$ cat src/rtl/fetch_pkg.sv
// Shared types and constants for the instruction fetch stage.
package fetch_pkg;

    localparam logic [31:0] RESET_PC_DEFAULT  = 32'h0000_0000;
    localparam logic [31:0] NOP_INSTR_DEFAULT = 32'h0000_0013;
    localparam int unsigned QUEUE_DEPTH       = 2;

    typedef struct packed {
        logic [31:0] pc;
        logic [31:0] instr;
    } fetch_entry_t;

endpackage

$ cat src/rtl/fetch_queue.sv
// In-order {pc, instr} buffer between the memory response and decode.
module fetch_queue
    import fetch_pkg::*;
(
    input  logic         i_clk,
    input  logic         i_rst_n,
    input  logic         i_push,
    input  logic         i_pop,
    input  logic         i_clear,
    input  fetch_entry_t i_data,
    output fetch_entry_t o_head,
    output logic         o_full,
    output logic         o_empty
);

    localparam int unsigned PTR_W = $clog2(QUEUE_DEPTH);
    localparam logic [PTR_W:0] FULL_CNT = (PTR_W+1)'(QUEUE_DEPTH);

    fetch_entry_t     r_mem [QUEUE_DEPTH];
    logic [PTR_W-1:0] r_rd;
    logic [PTR_W-1:0] r_wr;
    logic [PTR_W:0]   r_count;
    logic             w_do_push;
    logic             w_do_pop;

    assign o_empty = (r_count == '0);
    assign o_full  = (r_count == FULL_CNT);
    assign o_head  = r_mem[r_rd];

    // A push into an empty queue that is popped the same cycle is consumed by
    // the bypass path in the parent and never stored.
    assign w_do_push = i_push && !(i_pop && o_empty);
    assign w_do_pop  = i_pop && !o_empty;

    always_ff @(posedge i_clk or negedge i_rst_n) begin
        if (!i_rst_n) begin
            r_rd    <= '0;
            r_wr    <= '0;
            r_count <= '0;
        end else if (i_clear) begin
            r_rd    <= '0;
            r_wr    <= '0;
            r_count <= '0;
        end else begin
            if (w_do_push) r_wr <= r_wr + PTR_W'(1);
            if (w_do_pop)  r_rd <= r_rd + PTR_W'(1);
            case ({w_do_push, w_do_pop})
                2'b10:   r_count <= r_count + 1'b1;
                2'b01:   r_count <= r_count - 1'b1;
                default: r_count <= r_count;
            endcase
        end
    end

    always_ff @(posedge i_clk) begin
        if (w_do_push && !i_clear) r_mem[r_wr] <= i_data;
    end

    a_no_overflow: assert property (@(posedge i_clk) disable iff (!i_rst_n) !(i_push && o_full));

endmodule

$ cat src/rtl/fetch_stage.sv
// Instruction fetch: request issue, in-order response tracking, redirect drop.
// Optional FETCH_PERF_CNT_EN adds a popped-instruction counter port.
module fetch_stage
    import fetch_pkg::*;
#(
    parameter logic [31:0] RESET_PC  = RESET_PC_DEFAULT,
    parameter logic [31:0] NOP_INSTR = NOP_INSTR_DEFAULT
) (
    input  logic        clk,
    input  logic        rst,
    output logic        imem_req_valid,
    output logic [31:0] imem_req_addr,
    input  logic        imem_req_ready,
    input  logic        imem_rsp_valid,
    input  logic [31:0] imem_rsp_data,
    input  logic        redirect_valid,
    input  logic [31:0] redirect_pc,
    input  logic        id_stall,
    output logic [31:0] instruction_out,
    output logic [31:0] pc_out,
    output logic        if_valid,
    output logic        id_flush
`ifdef FETCH_PERF_CNT_EN
    ,
    output logic [31:0] perf_fetch_cnt
`endif
);

    logic [31:0]  r_fetch_pc;
    logic [31:0]  r_pc_last;
    logic [1:0]   r_outst;
    logic [1:0]   r_drop;

    logic [31:0]  w_redirect_pc;
    logic [1:0]   w_occ;
    logic [1:0]   w_live;
    logic         w_hs;
    logic         w_rsp_live;
    logic         w_rsp_drop;
    logic         w_push;
    logic         w_pop;
    logic         w_if_valid;
    logic         w_q_full;
    logic         w_q_empty;
    fetch_entry_t w_rsp_entry;
    fetch_entry_t w_q_head;
    fetch_entry_t w_head;

    assign w_redirect_pc = redirect_pc & 32'hFFFF_FFFC;
    assign w_occ         = {w_q_full, !w_q_full && !w_q_empty};

    assign imem_req_valid = rst && !redirect_valid && (({1'b0, r_outst} + {1'b0, w_occ}) < 3'd2);
    assign imem_req_addr  = r_fetch_pc;
    assign w_hs           = imem_req_valid && imem_req_ready;

    // Responses with nothing outstanding (e.g. stragglers from before reset) are ignored.
    assign w_rsp_live = imem_rsp_valid && (r_outst != 2'd0);
    assign w_rsp_drop = w_rsp_live && (r_drop != 2'd0);
    assign w_push     = w_rsp_live && (r_drop == 2'd0) && !redirect_valid;

    // Live requests are consecutive words ending just below fetch_pc, so the
    // oldest one's pc is recovered from the counters instead of being stored.
    assign w_live            = r_outst - r_drop;
    assign w_rsp_entry.pc    = r_fetch_pc - {28'd0, w_live, 2'b00};
    assign w_rsp_entry.instr = imem_rsp_data;

    assign w_if_valid = !redirect_valid && (!w_q_empty || w_push);
    assign w_head     = w_q_empty ? w_rsp_entry : w_q_head;
    assign w_pop      = w_if_valid && !id_stall;

    assign if_valid        = w_if_valid;
    assign id_flush        = !w_if_valid;
    assign instruction_out = w_if_valid ? w_head.instr : NOP_INSTR;
    assign pc_out          = w_if_valid ? w_head.pc : r_pc_last;

    fetch_queue u_queue (
        .i_clk   (clk),
        .i_rst_n (rst),
        .i_push  (w_push),
        .i_pop   (w_pop),
        .i_clear (redirect_valid),
        .i_data  (w_rsp_entry),
        .o_head  (w_q_head),
        .o_full  (w_q_full),
        .o_empty (w_q_empty)
    );

    always_ff @(posedge clk or negedge rst) begin
        if (!rst) begin
            r_fetch_pc <= RESET_PC;
            r_pc_last  <= RESET_PC;
            r_outst    <= '0;
            r_drop     <= '0;
        end else begin
            if (redirect_valid) begin
                r_fetch_pc <= w_redirect_pc;
                r_drop     <= r_outst - {1'b0, w_rsp_live};
            end else begin
                if (w_hs)       r_fetch_pc <= r_fetch_pc + 32'd4;
                if (w_rsp_drop) r_drop     <= r_drop - 2'd1;
            end
            case ({w_hs, w_rsp_live})
                2'b10:   r_outst <= r_outst + 2'd1;
                2'b01:   r_outst <= r_outst - 2'd1;
                default: r_outst <= r_outst;
            endcase
            if (w_if_valid) r_pc_last <= w_head.pc;
        end
    end

`ifdef FETCH_PERF_CNT_EN
    logic [31:0] r_perf_cnt;

    always_ff @(posedge clk or negedge rst) begin
        if (!rst)       r_perf_cnt <= '0;
        else if (w_pop) r_perf_cnt <= r_perf_cnt + 32'd1;
    end

    assign perf_fetch_cnt = r_perf_cnt;
`endif

endmodule

$ cat config.mk
export PLATFORM = sky130hd
export DESIGN_NAME = fetch_stage
export DESIGN_NICKNAME = d
export VERILOG_FILES = /design/src/rtl/fetch_pkg.sv /design/src/rtl/fetch_queue.sv /design/src/rtl/fetch_stage.sv
export SDC_FILE = /design/constraint.sdc
export NUM_CORES = 1
export LEC_CHECK = 0
export CAP_MARGIN = 40
export CORE_MARGIN = 1
export CORE_UTILIZATION = 45
export DETAILED_ROUTE_END_ITERATION = 7
export GPL_ROUTABILITY_DRIVEN = 0
export PLACE_DENSITY = 0.73
export RECOVER_POWER = 50
export REMOVE_ABC_BUFFERS = 1
export SETUP_SLACK_MARGIN = 0.5
export SLEW_MARGIN = 20
export SYNTH_ARGS = -nofsm -noshare
export SYNTH_HDL_FRONTEND = slang
export SYNTH_SLANG_ARGS = --single-unit
$ cat constraint.sdc
create_clock -name clk -period 5.8 [get_ports clk]
set_input_delay 1.16 -clock clk [delete_from_list [all_inputs] [get_ports clk]]
set_output_delay 1.16 -clock clk [all_outputs]
set_load 0.03 [all_outputs]
# Word-level counts from Yosys, hierarchy flattened
# Memory sizes are Yosys's and may differ from the RTL's.
# Cells that the tools add are included.
[totals] register_bits=72 ram_bits=128 mem_count=1 output_inout_bits=99 input_bits=70 elab_cells=73
[mem_list] name="u_queue.r_mem" words=2 width=64 rd=1 rd_ports_with_merged_regs=0 write_ports=1 line="fetch_queue.sv:19" rtl="fetch_entry_t r_mem [QUEUE_DEPTH];"
[op_classes] n_eq_ne=5 n_mux=16 order_cmp=1 n_addsub=12 reduce_logical=31
[op_table] cell="$mux 32" count=4
[op_table] cell="$mux 64" count=1
[op_table] cell="$add 32x3->32 const B" count=1
[op_table] cell="$sub 32x4->32" count=1
[op_table] cell="$logic_and 1x1->1" count=14
[op_table] cell="$reduce_bool 2->1" count=7
[op_table] cell="$pmux 2 s2" count=2
[op_table] cell="$eq 2x2->1 const B" count=3
[op_table] cell="$logic_not 1->1" count=6
[op_table] cell="$mux 1" count=6
[op_table] cell="$mux 2" count=3
[op_table] cell="$sub 2x1->2 const B" count=3
[op_table] cell="$add 2x1->2 const B" count=2
[op_table] cell="$eq 2x1->1 const B" count=2
[op_table] cell="$logic_not 2->1" count=2
[op_table] cell="$add 2x2->3" count=1
[op_table] cell="$lt 3x2->1 const B" count=1
[op_table] cell="$reduce_bool 3->1" count=1
[op_table] cell="$add 1x1->1 const B" count=2
[op_table] cell="$sub 2x1->2" count=1
[op_table] cell="$sub 2x2->2" count=1
[op_table] cell="$logic_or 1x1->1" count=1

# Depth between registers and ports, before layout
# Gate-level depths: netlist (run 1).
[depth] depth_word=13 depth_mapped=12

# Cells and area by module
# From an unflattened synthesis (run 1), not the netlist that was laid out.
[hier_totals] hier_cells=780 hier_area_um2=9610.5
[by_module_without_submodules] module="fetch_queue" area_per_inst_um2=4892.2 seq_area_each_um2=3943.8 n_inst=1 cells_each=224
[by_module_without_submodules] module="fetch_stage" area_per_inst_um2=4718.3 seq_area_each_um2=1651.6 n_inst=1 cells_each=556

# Worst setup path before layout (run 1)
# No wires, ideal clock.
[synth_path] kind="input port to flip-flop" startpoint="in imem_rsp_valid" endpoint="mem u_queue.r_mem[1][0] (netlist name) (enable)" stages=3 t_required_ps=5229 slack_ps=-867 arrival_time_ps=6096 path_cell_list="o21a_1 nand3_1 nor3b_1"
[synth_via] elab_chain_cells=12
[synth_lines] item="start, declared" line="fetch_stage.sv:14" rtl="input logic imem_rsp_valid,"
[synth_lines] item="$logic_and 1x1->1 *" line="fetch_stage.sv:57" rtl="assign w_rsp_live = imem_rsp_valid && (r_outst != 2'd0);"
[synth_lines] item="$logic_and 1x1->1 * (2 in a row)" line="fetch_stage.sv:59" rtl="assign w_push = w_rsp_live && (r_drop == 2'd0) && !redirect_valid;"
[synth_lines] item="$logic_or 1x1->1" line="fetch_stage.sv:67" rtl="assign w_if_valid = !redirect_valid && (!w_q_empty || w_push);"
[synth_lines] item="$logic_and 1x1->1" line="fetch_stage.sv:67"
[synth_lines] item="$logic_and 1x1->1" line="fetch_stage.sv:69" rtl="assign w_pop = w_if_valid && !id_stall;"
[synth_lines] item="$logic_and 1x1->1" line="fetch_queue.sv:32" rtl="assign w_do_push = i_push && !(i_pop && o_empty);"
[synth_lines] item="$logic_not 1->1" line="fetch_queue.sv:32"
[synth_lines] item="$logic_and 1x1->1 *" line="fetch_queue.sv:32"
[synth_lines] item="$logic_and 1x1->1 *" line="fetch_queue.sv:56" rtl="if (w_do_push && !i_clear) r_mem[r_wr] <= i_data;"
[synth_lines] item="$mux 1 *" line="fetch_queue.sv:56"
[synth_lines] item="$mux 1 (implied by the code) *" line="fetch_queue.sv:56"
[synth_lines] item="end, declared" line="fetch_queue.sv:19"
# Mark *: on every way between the ends. The rest lies on a longest branch, timed or not.

# Final worst setup path (run 1)
[layout_path] startpoint="in imem_rsp_valid" endpoint="out pc_out[23]"
[layout_via] elab_chain_cells=6
[layout_lines] item="$logic_and 1x1->1" line="fetch_stage.sv:57"
[layout_lines] item="$logic_and 1x1->1 (2 in a row)" line="fetch_stage.sv:59"
[layout_lines] item="$logic_or 1x1->1" line="fetch_stage.sv:67"
[layout_lines] item="$logic_and 1x1->1" line="fetch_stage.sv:67"
[layout_lines] item="$mux 32"
[layout_lines] item="end, declared" line="fetch_stage.sv:20" rtl="output logic [31:0] pc_out,"
# Every way passes these cells.

==> impl_results.md, run 1 <==
* Post-DP HPWL at 15,800 um
* P_leak at 4.41 nW
* Total core area at 0.0202 mm^2
* CP Class: input port to output port
* Post-route DRC at 0
* Initial DRT Pass Iterations at 5
* Layout Cells excl Fill at 1,231
* Routed wire length at 22,900 um
* Setup bufs post-CTS at 0
* Nets@finish at 1,027
* Core Util, Final at 59.1%
* Mean post-synth cell area at 11.6 um^2
* Number of synthesis warnings at 0
* Max cap viols at 0
* Via count at 6,931
* Fin worst setup slack at 0.423 ns
* Clk sinks at 194
* Die width at 146 um
* Mapped Area at 0.00930 mm^2
* Crit-path max FO at 17
* Min-Delay Path Depth at 2
* Die Ht at 146 um
* Routed len/inst at 18.6 um
* Worst Hold Class: flip-flop to flip-flop
* PortBufs at 164
* Vias in the first global route at 6,850
* Area Growth Syn to Fin at 28.6%
* Largest net degree at the start of global routing at 68
* Crit path arrival time at 4.22 ns
* DP Cell Count at 1,197
* Highest Signal Layer: met4
* Final Max Tran Viols at 0
* Clk Latency, worst-skew pair at 0.43 ns
* Outcome: finished, final reports clean
* Post-synthesis register bit count at 194
* GRT Total Usage at 22.0%
* Setup slack at placement at 0.790 ns
* Cell Pwr Density at 429 mW/mm^2
* Ys async rst share at 36.1%
* Routed met1 length at 10,100 um
* Dominant synthesized flop cell: edfxtp_1
* Max Freq at 186 MHz
* Initial core utilization at 46.0%
* Die ar. at 0.0212 mm^2
* Layout cells sized above 1 at 12.5%
* Seq/Total Area, Yosys at 58.9%
* RSZ-0062 raised after global routing: true
* Reg2Reg Depth at 10
* Minimum clock period at 5.38 ns
* Tcrit/Tclk final at 92.7%
* TritonCTS clock tree: done
* Via/cell ratio at 5.63
* Number of synthesized flops with an enable pin at 124
* CTS H-tree lvls at 4
* Yosys cell types at 63
* Total CTS buffers at 17
* Initial antenna violation count at 0
* Setup-failing EPs final at 0
* Synth Instances at 803
* Finished Cell Area at 0.0120 mm^2
* Worst Skew at 0.00536 ns
* Fillers at 1,670
* CP required at 4.64 ns
* Antenna Cells at 0
* R2r setup slk at 2.58 ns
* Root Buffer: clkbuf_16
* Clock-pin slew on the worst setup and hold paths at 0.06 ns
* Met3 Routed Length at 1480 um
* Top-level port count at 169
* Most frequent cells in the layout: 124 x edfxtp_1, 79 x nor2_1, 69 x dfrtp_1, 65 x dlygate4sd3_1, 64 x mux2i_1
* Grt total ovfl at 0
* Power, Total at 5.13 mW
* Max rail drop VDD at 246 uV
* Least-Margin Pin Slew at 0.855 ns
* Routed wl met2 at 11,100 um
* Final Hold Viols at 0
* 1st-iter DRT viols at 348
* Commonest non-fill, non-tap cell in the layout: edfxtp_1
* First-pass GRT wire length at 36,400 um
* Clock tree buffer depth at 2
* Post-route ant nets at 0
* Slew Limit Headroom at 43.0%
* Row count at 52
* Area after DPL at 0.0113 mm^2
* CP Launch Type: input port
* Critical Path End Type: output port
registers in the layout, summed over array words and instances (netlist names):
signal	cells
imem_req_addr	30
r_drop	2
r_pc_last	32
r_outst	2
u_queue.r_rd	1
u_queue.r_wr	1
u_queue.r_count	2
u_queue.r_mem	124
cell usage after synthesis (15+ instances only):
library cell | instances | area [um^2]
o21a_1 | 17 | 128
o21ai_0 | 37 | 185
a21oi_1 | 24 | 120
dfrtp_1 | 70 | 1750
nand4_1 | 17 | 106
a211oi_1 | 30 | 225
xor2_1 | 22 | 193
mux2i_1 | 64 | 641
inv_1 | 17 | 63.8
clkbuf_1 | 40 | 150
nor3_1 | 16 | 80.1
nand2_1 | 55 | 206
edfxtp_1 | 124 | 3720
nand3_1 | 25 | 125
nor4_1 | 15 | 93.8
nor2_1 | 79 | 297
layout make-up:
class,count,area (um^2),share of cell area [%]
clock inverters,10,135,1.13
flip-flops and latches,194,5480,45.8
inverters,18,67.6,0.565
well taps,270,338,2.82
repair buffers,188,1970,16.5
multi-input cells,529,3510,29.3
clock buffers,22,464,3.88
layer usage:
| layer | vias up | GRT usage (%) |
|---|---|---|
| met5 | - | 0 |
| met4 | 0 | 5.74 |
| met3 | 19 | 3.92 |
| met2 | 255 | 36.4 |
| met1 | 3363 | 30.0 |
| li1 | 3294 | - |
critical path, cell delays in order:
cell and delay [ns]:
dlygate4sd3_1 0.58, o211ai_1 0.34, nor2_1 0.22, clkbuf_1 0.35, nand2_1 0.55, o21a_1 0.40, clkdlybuf4s50_1 0.60
kinds of logic (layout without fill, tap and decap cells):
logic type | Yosys count | count (layout) | synth area share (%)
and+or+nand+nor | 248 | 248 | 13.4
DFF | 194 | 194 | 58.9
AOI/OAI and AO/OA | 172 | 172 | 12.7
buffers and inverters | 81 | 238 | 3.52
muxes | 66 | 66 | 7.13
xor gates and xnor gates | 32 | 32 | 3.01
adders and majority gates | 9 | 9 | 1.37
other | 1 | 2 | 0.0403
what timing repair did:
item,in CTS,in global routing
resized for setup,0,5
hold buffers,0,0
endpoints found under the hold margin,0,0
setup endpoints to repair,0,5
metrics by stage:
stage	hold slack, ns	TNS, ns
final	0.470	0
after global routing	0.510	0
after CTS	0.472	0
after detailed placement	0.456	0
after global placement	0.452	0
after floorplan	0.530	-118.90
final timing paths:
check                                    start                end
worst max-delay path            imem_rsp_valid         pc_out[23]
worst min-delay path              r_pc_last[7]       r_pc_last[7]
worst max register to register      r_outst[0]      r_pc_last[22]
worst min register to register    r_pc_last[7]       r_pc_last[7]
max in group asynchronous                  rst       u_queue.r_rd
min in group asynchronous                  rst  imem_req_addr[25]
report_power, final:
group          switching (mW)  internal, mW  total (mW)
clock                   0.493         0.699        1.19
combinational            1.18         0.898        2.08
sequential              0.159          1.70        1.86
Power figures use the tool's default switching activity.
==> run 2, diff against run 1 <==
Settings changed: GPL_TIMING_DRIVEN from default to 0.
==> run 2 against run 1 <==
Against the previous run:
- first-iteration DRC count up 32%
- critical path type is now flip-flop to output port
- cell count grew 0.41%
- critical path depth rose by 5
- register-to-register slack worse by 0.56 ns
- critical endpoint is now pc_out[27]
- clock-buffer cell count is the same
- global-route usage decreased by 0.52 points
- non-clock buffer count up 5
==> impl_results.md, run 2 (synthesis results as in run 1) <==
* Total CTS buffers at 17 (unchanged)
* P_leak at 4.33 nW (-2.0%)
* Vias in the first global route at 6,706 (-2.1%)
* Via/cell ratio at 5.65 (+0.40%)
* First-pass GRT wire length at 35,700 um (-2.0%)
* Max cap viols at 0 (unchanged)
* Post-route DRC at 0 (unchanged)
* Crit-path max FO at 9 (-8)
* Critical Path End Type: output port
* Core Util, Final at 59.2% (about the same)
* Finished Cell Area at 0.0120 mm^2 (about the same)
* Largest Register: u_queue.r_mem
* Max Freq at 185 MHz (-0.33%)
* Die ar. at 0.0212 mm^2 (unchanged)
* Layout cells sized above 1 at 8.49% (-4.0 points)
* Tcrit/Tclk final at 93.0% (+0.31 points)
* Grt total ovfl at 0 (unchanged)
* Least-Margin Pin Slew at 0.844 ns (-0.0111 ns)
* Top-level port count at 169 (unchanged)
* Worst Skew at 0.0131 ns (+0.00770 ns)
* Final Hold Viols at 0 (unchanged)
* CP required at 4.64 ns (about the same)
* Clk Latency, worst-skew pair at 0.43 ns (about the same)
* RSZ-0062 raised after global routing: true
* Max reg flops at 124 (unchanged)
* Hold EP: r_pc_last[7]
* Power, Total at 4.90 mW (-4.5%)
* R2r setup slk at 2.02 ns (-0.56 ns)
* R2R Path End: imem_req_addr[12]
* Clock tree buffer depth at 2 (unchanged)
* Post-DP HPWL at 15,400 um (-2.7%)
* Reg2Reg Depth at 8 (-2)
* Antenna Cells at 0 (unchanged)
* Initial core utilization at 46.0% (unchanged)
* Clk sinks at 194 (unchanged)
* Total core area at 0.0202 mm^2 (unchanged)
* Slew Limit Headroom at 43.5% (+0.53 points)
* Row count at 52 (unchanged)
* TritonCTS clock tree: done
* Die width at 146 um (unchanged)
* Most frequent cells in the layout: 124 x edfxtp_1, 97 x clkdlybuf4s50_1, 75 x nor2_1, 69 x dfrtp_1, 64 x mux2i_1
* Initial antenna violation count at 0 (unchanged)
* Cts hold-fix bufs at 0 (unchanged)
* Post-route ant nets at 0 (unchanged)
* Via count at 6,987 (+0.81%)
* Largest net degree at the start of global routing at 76 (+12%)
* Max rail drop VDD at 230 uV (-6.5%)
* Routed len/inst at 18.0 um (-3.1%)
* Setup-failing EPs final at 0 (unchanged)
* Nets@finish at 1,032 (+0.49%)
* Clock-pin slew on the worst setup and hold paths at 0.07 ns (about the same)
* PortBufs at 164 (unchanged)
* Final Max Tran Viols at 0 (unchanged)
* Crit Reg-Reg Startpoint: u_queue.r_count[0]
* Min-Delay Path Depth at 2 (unchanged)
* Minimum clock period at 5.39 ns (+0.0179 ns)
* CP Launch Type: flip-flop
* Area Growth Syn to Fin at 28.7% (about the same)
* Crit path arrival time at 4.23 ns (about the same)
* Die Ht at 146 um (unchanged)
* Area after DPL at 0.0113 mm^2 (-0.44%)
* Commonest non-fill, non-tap cell in the layout: edfxtp_1
* Root Buffer: clkbuf_16
* CP Class: flip-flop to output port
* CTS H-tree lvls at 4 (unchanged)
* Fillers at 1,659 (-0.66%)
* Routed wire length at 22,300 um (-2.7%)
* 1st-iter DRT viols at 458 (+32%)
* Hold Crit Start: r_pc_last[7]
* Worst Hold Class: flip-flop to flip-flop
* GRT Total Usage at 21.5% (-0.52 points)
* Outcome: finished, final reports clean
* Initial DRT Pass Iterations at 4 (-1)
* Cell Pwr Density at 409 mW/mm^2 (-4.6%)
[run 2: worst max-delay path by stage]
| stage | from | end | slack, ns | cells after the start |
|---|---|---|---|---|
| finish | r_outst[0] | pc_out[27] | 0.41 | 12 |
| global route | r_outst[0] | pc_out[27] | 0.21 | 12 |
| CTS | r_outst[0] | pc_out[22] | 0.46 | 11 |
| detailed placement | imem_rsp_valid | pc_out[22] | 0.26 | 6 |
| global placement | redirect_valid | u_queue.r_mem[1][23] | -6.53 | 4 |
| floorplan | redirect_valid | u_queue.r_mem[1][0] | -1.10 | 3 |
[run 2: routing by layer]
metal  GRT usage [%]  routed length [um]  up-vias
met5               0                   0        -
met4            5.00                 204        0
met3            4.11                1240       21
met2            36.3               11000      249
met1            28.6                9820     3412
li1                -                   -     3305
[run 2: stage by stage]
stage	hold WS (ns)	setup WS, ns	cells	TNS (ns)
final	0.473	0.405	1236	0
after global routing	0.529	0.211	1236	0
after CTS	0.475	0.455	1228	0
after detailed placement	0.457	0.261	1196	0
after global placement	0.448	-6.53	1175	-882.95
after floorplan	0.530	-1.10	741	-118.90
[run 2: final cells by class]
| class | count | area, um^2 | area share, % |
|---|---|---|---|
| clock buffers | 22 | 464 | 3.88 |
| inverters | 18 | 67.6 | 0.564 |
| multi-input cells | 529 | 3540 | 29.6 |
| repair buffers | 193 | 1960 | 16.3 |
| well taps | 270 | 338 | 2.82 |
| flip-flops and latches | 194 | 5480 | 45.8 |
| clock inverters | 10 | 125 | 1.05 |
[run 2: power by group]
part | total, mW | switching (mW) | internal [mW]
clock network | 1.16 | 0.497 | 0.664
registers | 1.85 | 0.152 | 1.70
logic | 1.89 | 1.14 | 0.750
[run 2: worst max-delay path: stages (launching register included)]
cell and delay [ns]:
dfrtp_1 0.47, inv_1 0.09, ha_1 0.21, xnor2_1 0.14, xnor2_1 0.31, inv_1 0.08, ha_1 0.29, nand2b_1 0.15
nand3_1 0.37, nor4_1 0.44, xor2_1 0.36, o21a_1 0.21, clkdlybuf4s50_1 0.67
[run 2: what timing repair did]
action / in CTS / in global routing
buffers inserted: 0 / 4
pin swaps: 0 / 1
cloned: 0 / 0
resized for setup: 4 / 8
setup endpoints to repair: 49 / 15
